File: config.mk
export PLATFORM = sky130hd
export DESIGN_NAME = lane_game_engine_flat
export DESIGN_NICKNAME = d
export VERILOG_FILES = /design/src/rtl/lane_game_pkg.sv /design/src/rtl/lane_game_engine_if.sv /design/src/rtl/lane_shifter.sv /design/src/rtl/lane_game_engine.sv /design/src/flat_wrapper.sv
export SDC_FILE = /design/constraint.sdc
export NUM_CORES = 1
export LEC_CHECK = 0
export ABC_AREA = 0
export CAP_MARGIN = 20
export CELL_PAD_IN_SITES_DETAIL_PLACEMENT = 1
export CELL_PAD_IN_SITES_GLOBAL_PLACEMENT = 1
export CORE_MARGIN = 3
export CORE_UTILIZATION = 38
export CTS_CLUSTER_SIZE = 14
export DETAILED_ROUTE_END_ITERATION = 8
export PLACE_DENSITY = 0.75
export SLEW_MARGIN = 25
export SYNTH_ARGS = -nofsm -noshare
export SYNTH_HDL_FRONTEND = slang
export SYNTH_SLANG_ARGS = --single-unit
File: constraint.sdc
create_clock -name clk -period 3 [get_ports clk]
set_clock_uncertainty 0.15 [all_clocks]
set_input_delay 0.9 -clock clk [delete_from_list [all_inputs] [get_ports clk]]
set_output_delay 0.9 -clock clk [all_outputs]
set_load 0.05 [all_outputs]
File: src/rtl/lane_game_pkg.sv
// Shared types and constants for the lane-crossing game engine.
//   game_state_e : 2-bit game state encoding (PLAY/HIT/WON/OVER)
//   DIR_*        : lane rotate directions
//   move_e       : single move chosen from simultaneous button edges
//   pick_move    : fixed priority up > down > right > left
package lane_game_pkg;

  typedef enum logic [1:0] {
    ST_PLAY = 2'd0,
    ST_HIT  = 2'd1,
    ST_WON  = 2'd2,
    ST_OVER = 2'd3
  } game_state_e;

  // Rotate toward bit COLS-1 (left) or toward bit 0 (right).
  localparam logic DIR_LEFT  = 1'b0;
  localparam logic DIR_RIGHT = 1'b1;

  localparam int unsigned SPEED_W = 4;
  localparam int unsigned LIVES_W = 4;
  localparam int unsigned SCORE_W = 8;
  localparam int unsigned LEVEL_W = 4;

  // Bit positions inside the packed {up, down, right, left} button vector.
  localparam int unsigned BTN_UP    = 3;
  localparam int unsigned BTN_DOWN  = 2;
  localparam int unsigned BTN_RIGHT = 1;
  localparam int unsigned BTN_LEFT  = 0;

  typedef enum logic [2:0] {
    MV_NONE  = 3'd0,
    MV_UP    = 3'd1,
    MV_DOWN  = 3'd2,
    MV_RIGHT = 3'd3,
    MV_LEFT  = 3'd4
  } move_e;

  // Reduce simultaneous falling edges to one move.
  function automatic move_e pick_move(input logic [3:0] fall);
    move_e mv;
    mv = MV_NONE;
    if (fall[BTN_UP])         mv = MV_UP;
    else if (fall[BTN_DOWN])  mv = MV_DOWN;
    else if (fall[BTN_RIGHT]) mv = MV_RIGHT;
    else if (fall[BTN_LEFT])  mv = MV_LEFT;
    return mv;
  endfunction

endpackage

File: src/rtl/lane_game_engine_if.sv
// Button/status bundle between the game engine and its board/VGA side.
//   master : drives up/down/left/right (active-low), reads game status
//   slave  : the engine; reads buttons, drives lane_map/frog/lives/score/
//            state/pulses (and level when LANE_GAME_LEVEL_EN is defined)
interface lane_game_engine_if #(
  parameter int unsigned COLS  = 8,
  parameter int unsigned LANES = 8
);
  localparam int unsigned ROW_W = $clog2(LANES);

  logic                   up;
  logic                   down;
  logic                   left;
  logic                   right;
  logic [LANES*COLS-1:0]  lane_map;
  logic [ROW_W-1:0]       frog_row;
  logic [COLS-1:0]        frog_col;
  logic [3:0]             lives;
  logic [7:0]             score;
  logic [1:0]             state;
  logic                   hit_pulse;
  logic                   win_pulse;
`ifdef LANE_GAME_LEVEL_EN
  logic [3:0]             level;

  modport master (output up, down, left, right,
                  input  lane_map, frog_row, frog_col, lives, score, state,
                         hit_pulse, win_pulse, level);
  modport slave  (input  up, down, left, right,
                  output lane_map, frog_row, frog_col, lives, score, state,
                         hit_pulse, win_pulse, level);
`else
  modport master (output up, down, left, right,
                  input  lane_map, frog_row, frog_col, lives, score, state,
                         hit_pulse, win_pulse);
  modport slave  (input  up, down, left, right,
                  output lane_map, frog_row, frog_col, lives, score, state,
                         hit_pulse, win_pulse);
`endif
endinterface

File: src/rtl/lane_shifter.sv
// One traffic lane: COLS-bit rotating bitmap plus a speed sub-counter.
//   clk, rst_n : clock, async active-low reset (lane <= INIT, counter <= 0)
//   tick_i     : traffic tick (already gated off while the game is over)
//   dir_i      : DIR_RIGHT rotates toward bit 0, DIR_LEFT toward bit COLS-1
//   speed_i    : ticks per rotation step, 0 behaves as 1
//   lane_o     : registered lane bitmap
module lane_shifter
  import lane_game_pkg::*;
#(
  parameter int unsigned      COLS = 8,
  parameter logic [COLS-1:0]  INIT = '0
) (
  input  logic               clk,
  input  logic               rst_n,
  input  logic               tick_i,
  input  logic               dir_i,
  input  logic [SPEED_W-1:0] speed_i,
  output logic [COLS-1:0]    lane_o
);

  logic [COLS-1:0]    lane_q, lane_d;
  logic [SPEED_W-1:0] sub_q, sub_d;
  logic [SPEED_W-1:0] last_c;

  assign last_c = (speed_i == '0) ? '0 : speed_i - SPEED_W'(1);

  // Step the lane once every speed_i ticks.
  always_comb begin
    lane_d = lane_q;
    sub_d  = sub_q;
    if (tick_i) begin
      if (sub_q >= last_c) begin
        sub_d  = '0;
        lane_d = (dir_i == DIR_RIGHT) ? {lane_q[0], lane_q[COLS-1:1]}
                                      : {lane_q[COLS-2:0], lane_q[COLS-1]};
      end else begin
        sub_d = sub_q + SPEED_W'(1);
      end
    end
  end

  always_ff @(posedge clk or negedge rst_n) begin
    if (!rst_n) begin
      lane_q <= INIT;
      sub_q  <= '0;
    end else begin
      lane_q <= lane_d;
      sub_q  <= sub_d;
    end
  end

  assign lane_o = lane_q;

endmodule

File: src/rtl/lane_game_engine.sv
// Lane-crossing game engine: traffic, frog movement, lives, score, game FSM.
//   clk, reset : clock, asynchronous active-low reset
//   gif.slave  : active-low buttons in; lane bitmap, frog row/one-hot column,
//                lives, score, state and hit/win pulses out (all registered)
// Optional feature macro LANE_GAME_LEVEL_EN: adds a saturating level counter
// (bumped per win) that shortens the tick period to max(TICK_DIV>>level, 1).
module lane_game_engine
  import lane_game_pkg::*;
#(
  parameter int unsigned            COLS       = 8,
  parameter int unsigned            LANES      = 8,
  parameter int unsigned            TICK_DIV   = 100_000_000,
  parameter logic [LANES*COLS-1:0]  LANE_INIT  = 64'h00EE_11CC_0099_F000,
  parameter logic [LANES-1:0]       LANE_DIR   = '0,
  parameter logic [LANES*4-1:0]     LANE_SPEED = {LANES{4'h1}},
  parameter int unsigned            LIVES      = 3,
  parameter int unsigned            HOLD_TICKS = 2
) (
  input  logic               clk,
  input  logic               reset,
  lane_game_engine_if.slave  gif
);

  localparam int unsigned ROW_W  = $clog2(LANES);
  localparam int unsigned TICK_W = $clog2(TICK_DIV);
  localparam int unsigned HOLD_W = $clog2(HOLD_TICKS + 1);
  localparam logic [ROW_W-1:0]  START_ROW = ROW_W'(LANES - 1);
  localparam logic [COLS-1:0]   START_COL = COLS'(1) << (COLS / 2);
  localparam logic [HOLD_W-1:0] HOLD_LAST = HOLD_W'(HOLD_TICKS - 1);

  game_state_e           state_q, state_d;
  logic [TICK_W-1:0]     tick_cnt_q, tick_cnt_d, tick_last_c;
  logic [3:0]            btn_prev_q;
  logic [ROW_W-1:0]      frog_row_q, frog_row_d;
  logic [COLS-1:0]       frog_col_q, frog_col_d;
  logic [LIVES_W-1:0]    lives_q, lives_d;
  logic [SCORE_W-1:0]    score_q, score_d;
  logic [HOLD_W-1:0]     hold_q, hold_d;
  logic                  hit_pulse_q, hit_pulse_d;
  logic                  win_pulse_q, win_pulse_d;
  logic                  tick_c, lane_tick_c, collide_c;
  logic [3:0]            btn_c, fall_c;
  logic [COLS-1:0]       row_bits_c;
  logic [LANES*COLS-1:0] lane_bits;

  // Tick period: fixed, or shortened by the current level.
`ifdef LANE_GAME_LEVEL_EN
  logic [LEVEL_W-1:0] level_q, level_d;
  logic [31:0]        period_c;
  assign period_c    = 32'(TICK_DIV) >> level_q;
  assign tick_last_c = (period_c <= 32'd1) ? '0 : TICK_W'(period_c - 32'd1);
  assign gif.level   = level_q;
`else
  assign tick_last_c = TICK_W'(TICK_DIV - 1);
`endif

  // >= keeps the divider sane if the period shrinks below the running count.
  assign tick_c      = (tick_cnt_q >= tick_last_c);
  assign tick_cnt_d  = tick_c ? '0 : tick_cnt_q + TICK_W'(1);
  assign lane_tick_c = tick_c && (state_q != ST_OVER);

  for (genvar r = 0; r < LANES; r++) begin : g_lane
    lane_shifter #(
      .COLS (COLS),
      .INIT (LANE_INIT[r*COLS +: COLS])
    ) u_lane (
      .clk     (clk),
      .rst_n   (reset),
      .tick_i  (lane_tick_c),
      .dir_i   (LANE_DIR[r]),
      .speed_i (LANE_SPEED[r*SPEED_W +: SPEED_W]),
      .lane_o  (lane_bits[r*COLS +: COLS])
    );
  end

  // Falling edges: button was released last cycle and is pressed now.
  assign btn_c  = {gif.up, gif.down, gif.right, gif.left};
  assign fall_c = btn_prev_q & ~btn_c;

  assign row_bits_c = lane_bits[32'(frog_row_q) * COLS +: COLS];
  assign collide_c  = |(row_bits_c & frog_col_q);

  // Game FSM; a move is taken only on a PLAY cycle that stays in PLAY.
  always_comb begin
    state_d     = state_q;
    frog_row_d  = frog_row_q;
    frog_col_d  = frog_col_q;
    lives_d     = lives_q;
    score_d     = score_q;
    hold_d      = hold_q;
    hit_pulse_d = 1'b0;
    win_pulse_d = 1'b0;
`ifdef LANE_GAME_LEVEL_EN
    level_d     = level_q;
`endif
    unique case (state_q)
      ST_PLAY: begin
        hold_d = '0;
        if (collide_c) begin
          state_d     = ST_HIT;
          lives_d     = lives_q - LIVES_W'(1);
          hit_pulse_d = 1'b1;
        end else if (frog_row_q == '0) begin
          state_d     = ST_WON;
          score_d     = score_q + SCORE_W'(1);
          win_pulse_d = 1'b1;
`ifdef LANE_GAME_LEVEL_EN
          if (level_q != '1) level_d = level_q + LEVEL_W'(1);
`endif
        end else begin
          unique case (pick_move(fall_c))
            MV_UP:    if (frog_row_q != '0)        frog_row_d = frog_row_q - ROW_W'(1);
            MV_DOWN:  if (frog_row_q != START_ROW) frog_row_d = frog_row_q + ROW_W'(1);
            MV_RIGHT: if (!frog_col_q[0])          frog_col_d = frog_col_q >> 1;
            MV_LEFT:  if (!frog_col_q[COLS-1])     frog_col_d = frog_col_q << 1;
            default:  ;
          endcase
        end
      end
      ST_HIT, ST_WON: begin
        if (tick_c) begin
          if (hold_q == HOLD_LAST) begin
            hold_d = '0;
            if (state_q == ST_HIT && lives_q == '0) begin
              state_d = ST_OVER;
            end else begin
              state_d    = ST_PLAY;
              frog_row_d = START_ROW;
              frog_col_d = START_COL;
            end
          end else begin
            hold_d = hold_q + HOLD_W'(1);
          end
        end
      end
      ST_OVER: ;
      default: ;
    endcase
  end

  always_ff @(posedge clk or negedge reset) begin
    if (!reset) begin
      state_q     <= ST_PLAY;
      tick_cnt_q  <= '0;
      btn_prev_q  <= '1;
      frog_row_q  <= START_ROW;
      frog_col_q  <= START_COL;
      lives_q     <= LIVES_W'(LIVES);
      score_q     <= '0;
      hold_q      <= '0;
      hit_pulse_q <= 1'b0;
      win_pulse_q <= 1'b0;
`ifdef LANE_GAME_LEVEL_EN
      level_q     <= '0;
`endif
    end else begin
      state_q     <= state_d;
      tick_cnt_q  <= tick_cnt_d;
      btn_prev_q  <= btn_c;
      frog_row_q  <= frog_row_d;
      frog_col_q  <= frog_col_d;
      lives_q     <= lives_d;
      score_q     <= score_d;
      hold_q      <= hold_d;
      hit_pulse_q <= hit_pulse_d;
      win_pulse_q <= win_pulse_d;
`ifdef LANE_GAME_LEVEL_EN
      level_q     <= level_d;
`endif
    end
  end

  assign gif.lane_map  = lane_bits;
  assign gif.frog_row  = frog_row_q;
  assign gif.frog_col  = frog_col_q;
  assign gif.lives     = lives_q;
  assign gif.score     = score_q;
  assign gif.state     = state_q;
  assign gif.hit_pulse = hit_pulse_q;
  assign gif.win_pulse = win_pulse_q;

endmodule

File: src/flat_wrapper.sv
// flat-port wrapper written by rule: the top's interface ports become plain ports
module lane_game_engine_flat import lane_game_pkg::*;
#(
  parameter int unsigned            COLS       = 8,
  parameter int unsigned            LANES      = 8,
  parameter int unsigned            TICK_DIV   = 100_000_000,
  parameter logic [LANES*COLS-1:0]  LANE_INIT  = 64'h00EE_11CC_0099_F000,
  parameter logic [LANES-1:0]       LANE_DIR   = '0,
  parameter logic [LANES*4-1:0]     LANE_SPEED = {LANES{4'h1}},
  parameter int unsigned            LIVES      = 3,
  parameter int unsigned            HOLD_TICKS = 2
)
  (clk, reset, gif_up, gif_down, gif_left, gif_right, gif_lane_map, gif_frog_row, gif_frog_col, gif_lives, gif_score, gif_state, gif_hit_pulse, gif_win_pulse);
  lane_game_engine_if #(.COLS(COLS), .LANES(LANES)) gif_i ();
  input  logic clk;
  input  logic reset;
  input wire logic [$bits(gif_i.up)-1:0] gif_up;
  input wire logic [$bits(gif_i.down)-1:0] gif_down;
  input wire logic [$bits(gif_i.left)-1:0] gif_left;
  input wire logic [$bits(gif_i.right)-1:0] gif_right;
  output wire logic [$bits(gif_i.lane_map)-1:0] gif_lane_map;
  output wire logic [$bits(gif_i.frog_row)-1:0] gif_frog_row;
  output wire logic [$bits(gif_i.frog_col)-1:0] gif_frog_col;
  output wire logic [$bits(gif_i.lives)-1:0] gif_lives;
  output wire logic [$bits(gif_i.score)-1:0] gif_score;
  output wire logic [$bits(gif_i.state)-1:0] gif_state;
  output wire logic [$bits(gif_i.hit_pulse)-1:0] gif_hit_pulse;
  output wire logic [$bits(gif_i.win_pulse)-1:0] gif_win_pulse;
  assign gif_i.up = gif_up;
  assign gif_i.down = gif_down;
  assign gif_i.left = gif_left;
  assign gif_i.right = gif_right;
  assign gif_lane_map = gif_i.lane_map;
  assign gif_frog_row = gif_i.frog_row;
  assign gif_frog_col = gif_i.frog_col;
  assign gif_lives = gif_i.lives;
  assign gif_score = gif_i.score;
  assign gif_state = gif_i.state;
  assign gif_hit_pulse = gif_i.hit_pulse;
  assign gif_win_pulse = gif_i.win_pulse;
  lane_game_engine #(.COLS(COLS), .LANES(LANES), .TICK_DIV(TICK_DIV), .LANE_INIT(LANE_INIT), .LANE_DIR(LANE_DIR), .LANE_SPEED(LANE_SPEED), .LIVES(LIVES), .HOLD_TICKS(HOLD_TICKS)) u_core (.clk(clk), .reset(reset), .gif(gif_i));
endmodule
==> summary.md, run 1 <==
| Metric | Value |
|---|---|
| Final period util | `between 90% and 100%` |
| Slowest-stage cell, CP | `dfstp_4` |
| Clock power frac | `a little over half` |
| Leakage power | `3.62 nW` |
| First-pass GRT wire length | `29900 um` |
| Fin crit period | `2.96 ns` |
| Ys Warns | `0` |
| Peak VDD IR | `0.322 mV` |
| Starting DRT DRC Count | `368` |
| Largest net degree at the start of global routing | `65` |
| Psw | `0.805 mW` |
| Worst Max-Slew Pin Slew | `0.763 ns` |
| Area grow syn2layout | `31.2%` |
| Drt total wl | `between 15000 and 20000 um` |
| Synthesized flop and latch total | `around 120` |
| Vias in the first global route | `5619` |
| Post-Synth Simple-Gate Area | `approximately a quarter` |
| Post-CTS Hold Buffers | `0` |
| Worst skew pair latency | `approximately 0.43 ns` |
| Die Ht | `around 130 um` |
| Detailed placement HPWL | `13000 um` |
| Adder-cell share of the synthesized area | `1.72%` |
| Non-filler cells, final | `993` |
| Compound-gate portion of the synthesized area | `6.56%` |
| Synthesized Nets | `roughly 670` |
| Max Cap Violations | `0` |
| CTS Buffer Depth | `2` |
| Final ANT Viol Nets | `0` |
| Number of fillers in the final layout | `1821` |
| Mapped Cells | `652` |
| H-tree levels | `4` |
| Comb pwr share | `under 10%` |
| GRT Overall Usage | `20.7%` |
| Syn_area_per_cell | `between 9 and 10 um2` |
| Synth unique cells | `61` |
| CTS tree | `done` |
| Worst slew margin | `49.0%` |
| Status | `finished, final reports clean` |
| Main combinational cell family by area after synthesis | `simple AND/OR/NAND/NOR gates` |
| IO Pins | `97` |
| Post-synthesis sequential area ratio | `50.3%` |
| Crit-path cells | `buf_4, mux4_1, mux2i_1, nor2_1, nor3_1, mux2_2, a2bb2oi_1` |
| Die ar. | `between 15000 and 20000 um2` |
| Core area | `16000 um2` |
| Number of I/O port buffers | `96` |
| Iteration count of the initial detailed-routing pass | `4` |
| RSZ-0062 raised after global routing | `yes` |
| Routability congestion estimate | `between 0.8 and 0.9` |
| Ys async rst share | `between 90% and 100%` |
| Fmax | `338 MHz` |
| Root cell of the clock tree | `clkbuf_16` |
| Layout cells sized above 1 | `14.9%` |
| Placed cells | `958` |
| Final Hold Fails | `0` |
| CTS sink cnt | `124` |
| DR WL/cell | `18.5 um` |
| WS Path Type | `register to register` |
| Flop pwr share | `45.0%` |
| Fin nets | `roughly 780` |
| Data arrival, critical path | `3.15 ns` |
| Final slew viol count | `0` |
| Top FF cell, synth | `dfrtp_1` |
| Antenna Cells | `0` |
| Clk slew on worst S/H paths | `~0.060 ns` |
| Post-Synth XOR/XNOR Area | `4.77%` |
| DRC viols | `0` |
| Critical Path RT | `3.19 ns` |
| CP Max Fanout | `10` |
| Switch share | `21.5%` |
| Worst hold-check path type | `input pin to asynchronous set/reset pin` |
| Cell Rows | `46` |
| Reg2reg setup slack | `0.04 ns` |
| Die width | `134 um` |
| Worst setup EP type | `register` |
| Initial Util | `39.0%` |
| Final design utilization | `51.1%` |
| Crit-path max cell delay | `approximately 0.7 ns` |
| Final setup fails | `0` |
| Leading cell type in the layout, fill and taps excluded | `nand2_1` |
| PD cells | `456 nW/um2` |
| Worst setup SP type | `register` |
| Post-synthesis mux area share | `7.20%` |
| Most frequent cells in the layout | `212 x nand2_1, 94 x dfrtp_1, 91 x clkdlybuf4s50_1, 45 x nor2_1` |
| Vias per cell | `5.28` |
| GR Overflow Total | `0` |
| P_int | `between 2 and 3 mW` |
| CTS Buf Count | `17` |
| Post-synthesis instance area | `6240 um2` |
| Antenna violations before repair | `0` |
| Number of synthesized flops with an enable pin | `0` |
| Via count | `between 5k and 6k` |
layout make-up:
cell class / count / area [um2] / share of cell area, %
Multi-Input combinational cell: 482 / 2910 / 35.6
Tap cell: 216 / 270 / 3.30
Sequential cell: 124 / 3140 / 38.4
Inverter: 13 / 48.8 / 0.596
Timing Repair Buffer: 126 / 1240 / 15.1
Clock buffer: 20 / 447 / 5.46
Clock inverter: 12 / 124 / 1.51
cells in the mapped netlist, types with 2 or more instances:
| library cell | instances | area [um2] |
|---|---|---|
| nor4_1 | 2 | 12.5 |
| nor2b_1 | 5 | 31.3 |
| mux4_1 | 5 | 131 |
| xor2_1 | 14 | 123 |
| dfrtp_1 | 94 | 2350 |
| inv_1 | 13 | 48.8 |
| o22ai_1 | 5 | 31.3 |
| nand2b_1 | 6 | 37.5 |
| a31oi_1 | 12 | 75.1 |
| a2bb2oi_1 | 2 | 17.5 |
| buf_2 | 2 | 10.0 |
| clkbuf_1 | 25 | 93.8 |
| nand3_1 | 25 | 125 |
| mux2i_1 | 22 | 220 |
| nor3_1 | 13 | 65.1 |
| mux2_4 | 2 | 30.0 |
| mux4_2 | 2 | 45.0 |
| and3_1 | 5 | 31.3 |
| or3_1 | 2 | 12.5 |
| nor2_1 | 45 | 169 |
| and2_1 | 2 | 12.5 |
| a21oi_1 | 7 | 35.0 |
| nand2_1 | 212 | 796 |
| nor4b_1 | 3 | 26.3 |
| o2111ai_1 | 2 | 17.5 |
| buf_6 | 3 | 33.8 |
| dfstp_2 | 30 | 788 |
| o21ai_0 | 6 | 30.0 |
| o41ai_4 | 2 | 55.1 |
| nor3b_1 | 2 | 15.0 |
| o32ai_1 | 2 | 17.5 |
| xnor2_1 | 20 | 175 |
| nor4_4 | 2 | 42.5 |
| nand4_1 | 11 | 68.8 |
| a22o_1 | 5 | 43.8 |
| ha_1 | 7 | 87.6 |
| nand3b_1 | 11 | 82.6 |
flip-flops by register name (all words and copies together), names as in the netlist:
signal                       cells
u_core.gif.score                 8
u_core.gif.lives                 4
u_core.g_lane.u_lane.lane_o     64
u_core.tick_cnt_q               27
u_core.gif.hit_pulse             1
u_core.gif.frog_col              8
u_core.gif.state                 2
u_core.gif.frog_row              3
u_core.gif.win_pulse             1
u_core.btn_prev_q                4
u_core.hold_q                    2
timing repair:
item,4_1_cts,5_1_grt
gates resized for setup,3,3
setup buffers,0,3
endpoints found under the setup margin,5,5
endpoints found under the hold margin,0,0
pin swaps,1,3
through the flow:
step | setup TNS [ns] | area, um2 | power [mW] | setup WS (ns) | hold slack (ns)
after floorplan | 0 | 6240 | 1.72 | 0.0156 | 0.305
after global placement | 0 | 7570 | 1.77 | 0.0332 | 0.312
after detailed placement | -0.435 | 7570 | 1.77 | -0.0991 | 0.324
after CTS | 0 | 8150 | 3.77 | 0.0253 | 0.276
after global routing | -0.0856 | 8180 | 3.87 | -0.0312 | 0.295
final | 0 | 8180 | 3.74 | 0.0385 | 0.274
logic make-up (layout without fill, tap and decap cells):
family,after synthesis,count (layout)
buffers and inverters,46,171
adders and majority gates,8,8
AOI/OAI and AO/OA,53,53
DFF,124,124
muxes,33,33
xor gates and xnor gates,34,34
and+or+nand+nor,354,354
worst paths after layout:
kind                                                    startpoint                                             to  cells past startpoint
worst max-delay path            u_core.gif.frog_row[0]$_DFFE_PN1P_                u_core.gif.state[0]$_DFFE_PN0P_                      7
worst min-delay path                                         reset  u_core.g_lane[7].u_lane.lane_o[5]$_DFFE_PN0P_                      1
worst max register to register  u_core.gif.frog_row[0]$_DFFE_PN1P_                u_core.gif.state[0]$_DFFE_PN0P_                      7
worst min register to register     u_core.gif.score[7]$_DFFE_PN0P_                u_core.gif.score[7]$_DFFE_PN0P_                      1
max in group asynchronous                                    reset  u_core.g_lane[2].u_lane.lane_o[4]$_DFFE_PN1P_                      2
min in group clk                   u_core.gif.score[7]$_DFFE_PN0P_                u_core.gif.score[7]$_DFFE_PN0P_                      1
power groups by stage:
stage          clock network (mW)  registers [mW]  logic (mW)
2_1_floorplan                   0            1.71      0.0101
4_1_cts                      2.03            1.68      0.0628
6_report                     1.99            1.68      0.0605
3_5_place_dp                    0            1.71      0.0629
5_1_grt                      2.11            1.68      0.0702
3_3_place_gp                    0            1.71      0.0603
per-layer routing:
metal,part of all wire (%),global-route usage (%),vias up
li1,-,-,2419
met1,47,28.3,2666
met2,48,33.6,127
met3,3.5,3.71,28
met4,1.5,7.13,0
met5,0,0,-
worst max-delay path: cells and delay by family (launching register included):
kind,cells,cell delay (ns)
AOI/OAI and AO/OA,1,0.18
DFF,1,0.70
buffers and inverters,1,0.15
muxes,3,1.13
and+or+nand+nor,2,0.56
Power figures use the tool's default switching activity.
==> run 2, diff against run 1 <==
- CELL_PAD_IN_SITES_DETAIL_PLACEMENT: 1 -> 0
- CORE_UTILIZATION: 38 -> 42
- PLACE_DENSITY: 0.75 -> 0.79
- SKIP_CTS_REPAIR_TIMING: not set -> 1
- clock period: 3 -> 3.02 ns (I/O delays scaled with it)
==> summary.md, run 2 (synthesis results as in run 1) <==
| Metric | Value |
|---|---|
| Status | `finished, final reports clean (unchanged)` |
| Fmax | `344 MHz (was 338 MHz)` |
| Worst r2r src | `u_core.gif.frog_row[0]$_DFFE_PN1P_ (unchanged)` |
| Starting DRT DRC Count | `423 (was 368)` |
| First-pass GRT wire length | `26000 um (was 29900 um)` |
| Setup WS post-layout | `0.110 ns (was 0.0385 ns)` |
| Final period util | `96.4% (was 98.7%)` |
| Fin nets | `777 (was 778)` |
| Antenna Cells | `0 (unchanged)` |
| Die ar. | `16400 um2 (was 18000 um2)` |
| R2R depth | `7 (unchanged)` |
| Crit-path max cell delay | `0.69 ns (was 0.70 ns)` |
| RSZ-0062 raised after global routing | `no (was yes)` |
| Vias per cell | `5.35 (was 5.28)` |
| Final ANT Viol Nets | `0 (unchanged)` |
| Final setup fails | `0 (unchanged)` |
| DR WL/cell | `16.6 um (was 18.5 um)` |
| Largest net degree at the start of global routing | `81 (was 65)` |
| Crit-path cells | `mux4_1, a22o_1, nor2_2, a21oi_2, o41ai_4, nand2_4, mux2_4 (was buf_4, mux4_1, mux2i_1, nor2_1, nor3_1, mux2_2, a2bb2oi_1)` |
| Die width | `128 um (was 134 um)` |
| CTS Buffer Depth | `2 (unchanged)` |
| Clk slew on worst S/H paths | `0.06 ns (about the same)` |
| CTS Buf Count | `17 (unchanged)` |
| Reg2reg setup slack | `0.11 ns (was 0.04 ns)` |
| Pre-CTS WS | `-0.0399 ns (was -0.0991 ns)` |
| Routability congestion estimate | `0.870 (was 0.861)` |
| Core area | `14200 um2 (was 16000 um2)` |
| CP Max Fanout | `8 (was 10)` |
| H-tree levels | `4 (unchanged)` |
| Critical Path RT | `3.17 ns (was 3.19 ns)` |
| Via count | `5117 (was 5240)` |
| DRC viols | `0 (unchanged)` |
| Final design utilization | `57.2% (was 51.1%)` |
| Reg2reg end | `u_core.gif.frog_col[6]$_DFFE_PN0P_ (was u_core.gif.state[0]$_DFFE_PN0P_)` |
| Final instance area | `8130 um2 (was 8180 um2)` |
| Area grow syn2layout | `30.3% (was 31.2%)` |
| Slowest-stage cell, CP | `dfstp_4 (unchanged)` |
| Number of I/O port buffers | `96 (unchanged)` |
| Worst skew pair latency | `0.42 ns (was 0.43 ns)` |
| Worst setup EP type | `register (unchanged)` |
| Die Ht | `128 um (was 134 um)` |
| Total negative slack | `0 ns (unchanged)` |
| CTS tree | `done (unchanged)` |
| Peak VDD IR | `0.378 mV (was 0.322 mV)` |
| Worst Max-Slew Pin Slew | `0.740 ns (was 0.763 ns)` |
| WS Path Type | `register to register (unchanged)` |
| Data arrival, critical path | `3.06 ns (was 3.15 ns)` |
| Detailed placement HPWL | `11200 um (was 13000 um)` |
| PD cells | `459 nW/um2 (was 456 nW/um2)` |
| Antenna violations before repair | `0 (unchanged)` |
| Layout cells sized above 1 | `14.7% (was 14.9%)` |
| Initial Util | `43.9% (was 39.0%)` |
| Worst hold-check path type | `input pin to asynchronous set/reset pin (unchanged)` |
| Vias in the first global route | `4955 (was 5619)` |
| Worst setup SP type | `register (unchanged)` |
| CTS sink cnt | `124 (unchanged)` |
| GR Overflow Total | `0 (unchanged)` |
| Root cell of the clock tree | `clkbuf_16 (unchanged)` |
| Number of fillers in the final layout | `1257 (was 1821)` |
| Number of flip-flops in the largest register | `64 (unchanged)` |
| Cell Rows | `43 (was 46)` |
| Final slew viol count | `0 (unchanged)` |
| Most frequent cells in the layout | `212 x nand2_1, 94 x dfrtp_1, 92 x clkdlybuf4s50_1, 45 x nor2_1, 29 x dfstp_2 (was 212 x nand2_1, 94 x dfrtp_1, 91 x clkdlybuf4s50_1, 45 x nor2_1)` |
| Drt total wl | `15900 um (was 18300 um)` |
| GRT Overall Usage | `20.1% (was 20.7%)` |
| Max Cap Violations | `0 (unchanged)` |
| Placed inst area | `7520 um2 (was 7570 um2)` |
| Final Hold Fails | `0 (unchanged)` |
| Leakage power | `3.61 nW (was 3.62 nW)` |
| Worst slew margin | `50.5% (was 49.0%)` |
| IO Pins | `97 (unchanged)` |
| Fin crit period | `2.91 ns (was 2.96 ns)` |
| Leading cell type in the layout, fill and taps excluded | `nand2_1 (unchanged)` |
| Iteration count of the initial detailed-routing pass | `5 (was 4)` |
## run 2: cell count changes in the layout (fill, tap and decap cells not counted), sizes merged
cell           previous run  this run
buf                      34        33
clkbuf                   20        18
dlygate4sd2               1         0
clkdlybuf4s50            91        92
clkinvlp                  4         5
clkinv                    6         7
## run 2: worst max-delay path by stage
stage,start,end,slack [ns],cells past startpoint
after global routing,u_core.gif.frog_row[0]$_DFFE_PN1P_,u_core.gif.frog_col[1]$_DFFE_PN0P_,0.002,7
after detailed placement,gif_down,u_core.gif.frog_col[6]$_DFFE_PN0P_,-0.04,8
after CTS,u_core.gif.frog_row[0]$_DFFE_PN1P_,u_core.gif.frog_col[6]$_DFFE_PN0P_,0.02,8
after global placement,gif_down,u_core.gif.frog_col[1]$_DFFE_PN0P_,0.05,8
final,u_core.gif.frog_row[0]$_DFFE_PN1P_,u_core.gif.frog_col[6]$_DFFE_PN0P_,0.11,7
after floorplan,u_core.gif.frog_row[0]$_DFFE_PN1P_,u_core.gif.frog_col[1]$_DFFE_PN0P_,0.04,8
## run 2: routing by layer
metal  vias up  part of all wire, %  global-route usage, %  routed length, um
met5         -                    0                      0                  0
li1       2430                    -                      -                  -
met1      2531                   47                   28.3               7520
met2       143                   47                   30.6               7380
met4         0                  1.1                   6.37                168
met3        13                  5.0                   4.96                790
## run 2: power breakdown
part           leakage [nW]  switching [mW]  internal (mW)
combinational          1.74          0.0414         0.0155
clock                 0.274           0.770           1.23
sequential             1.60        0.000828           1.67
## run 2: cell type report
cell class / count / area [um2] / area share [%]
Sequential cell: 124 / 3140 / 38.7
Timing Repair Buffer: 125 / 1230 / 15.1
Clock buffer: 18 / 439 / 5.40
Clock inverter: 14 / 148 / 1.82
Tap cell: 180 / 225 / 2.77
Multi-Input combinational cell: 482 / 2900 / 35.6
Inverter: 13 / 48.8 / 0.600
## run 2: metrics by stage
stage | total power [mW] | hold slack, ns | instances
floorplan | 1.71 | 0.305 | 652
global placement | 1.76 | 0.313 | 921
detailed placement | 1.76 | 0.320 | 921
CTS | 3.77 | 0.206 | 953
global route | 3.84 | 0.220 | 956
finish | 3.73 | 0.211 | 956
## run 2: critical path, delay by kind of cell, from the launching register on
kind               cells  cell delay [ns]
DFF                    1             0.69
muxes                  2             0.90
and+or+nand+nor        2             0.26
AOI/OAI and AO/OA      3             0.78
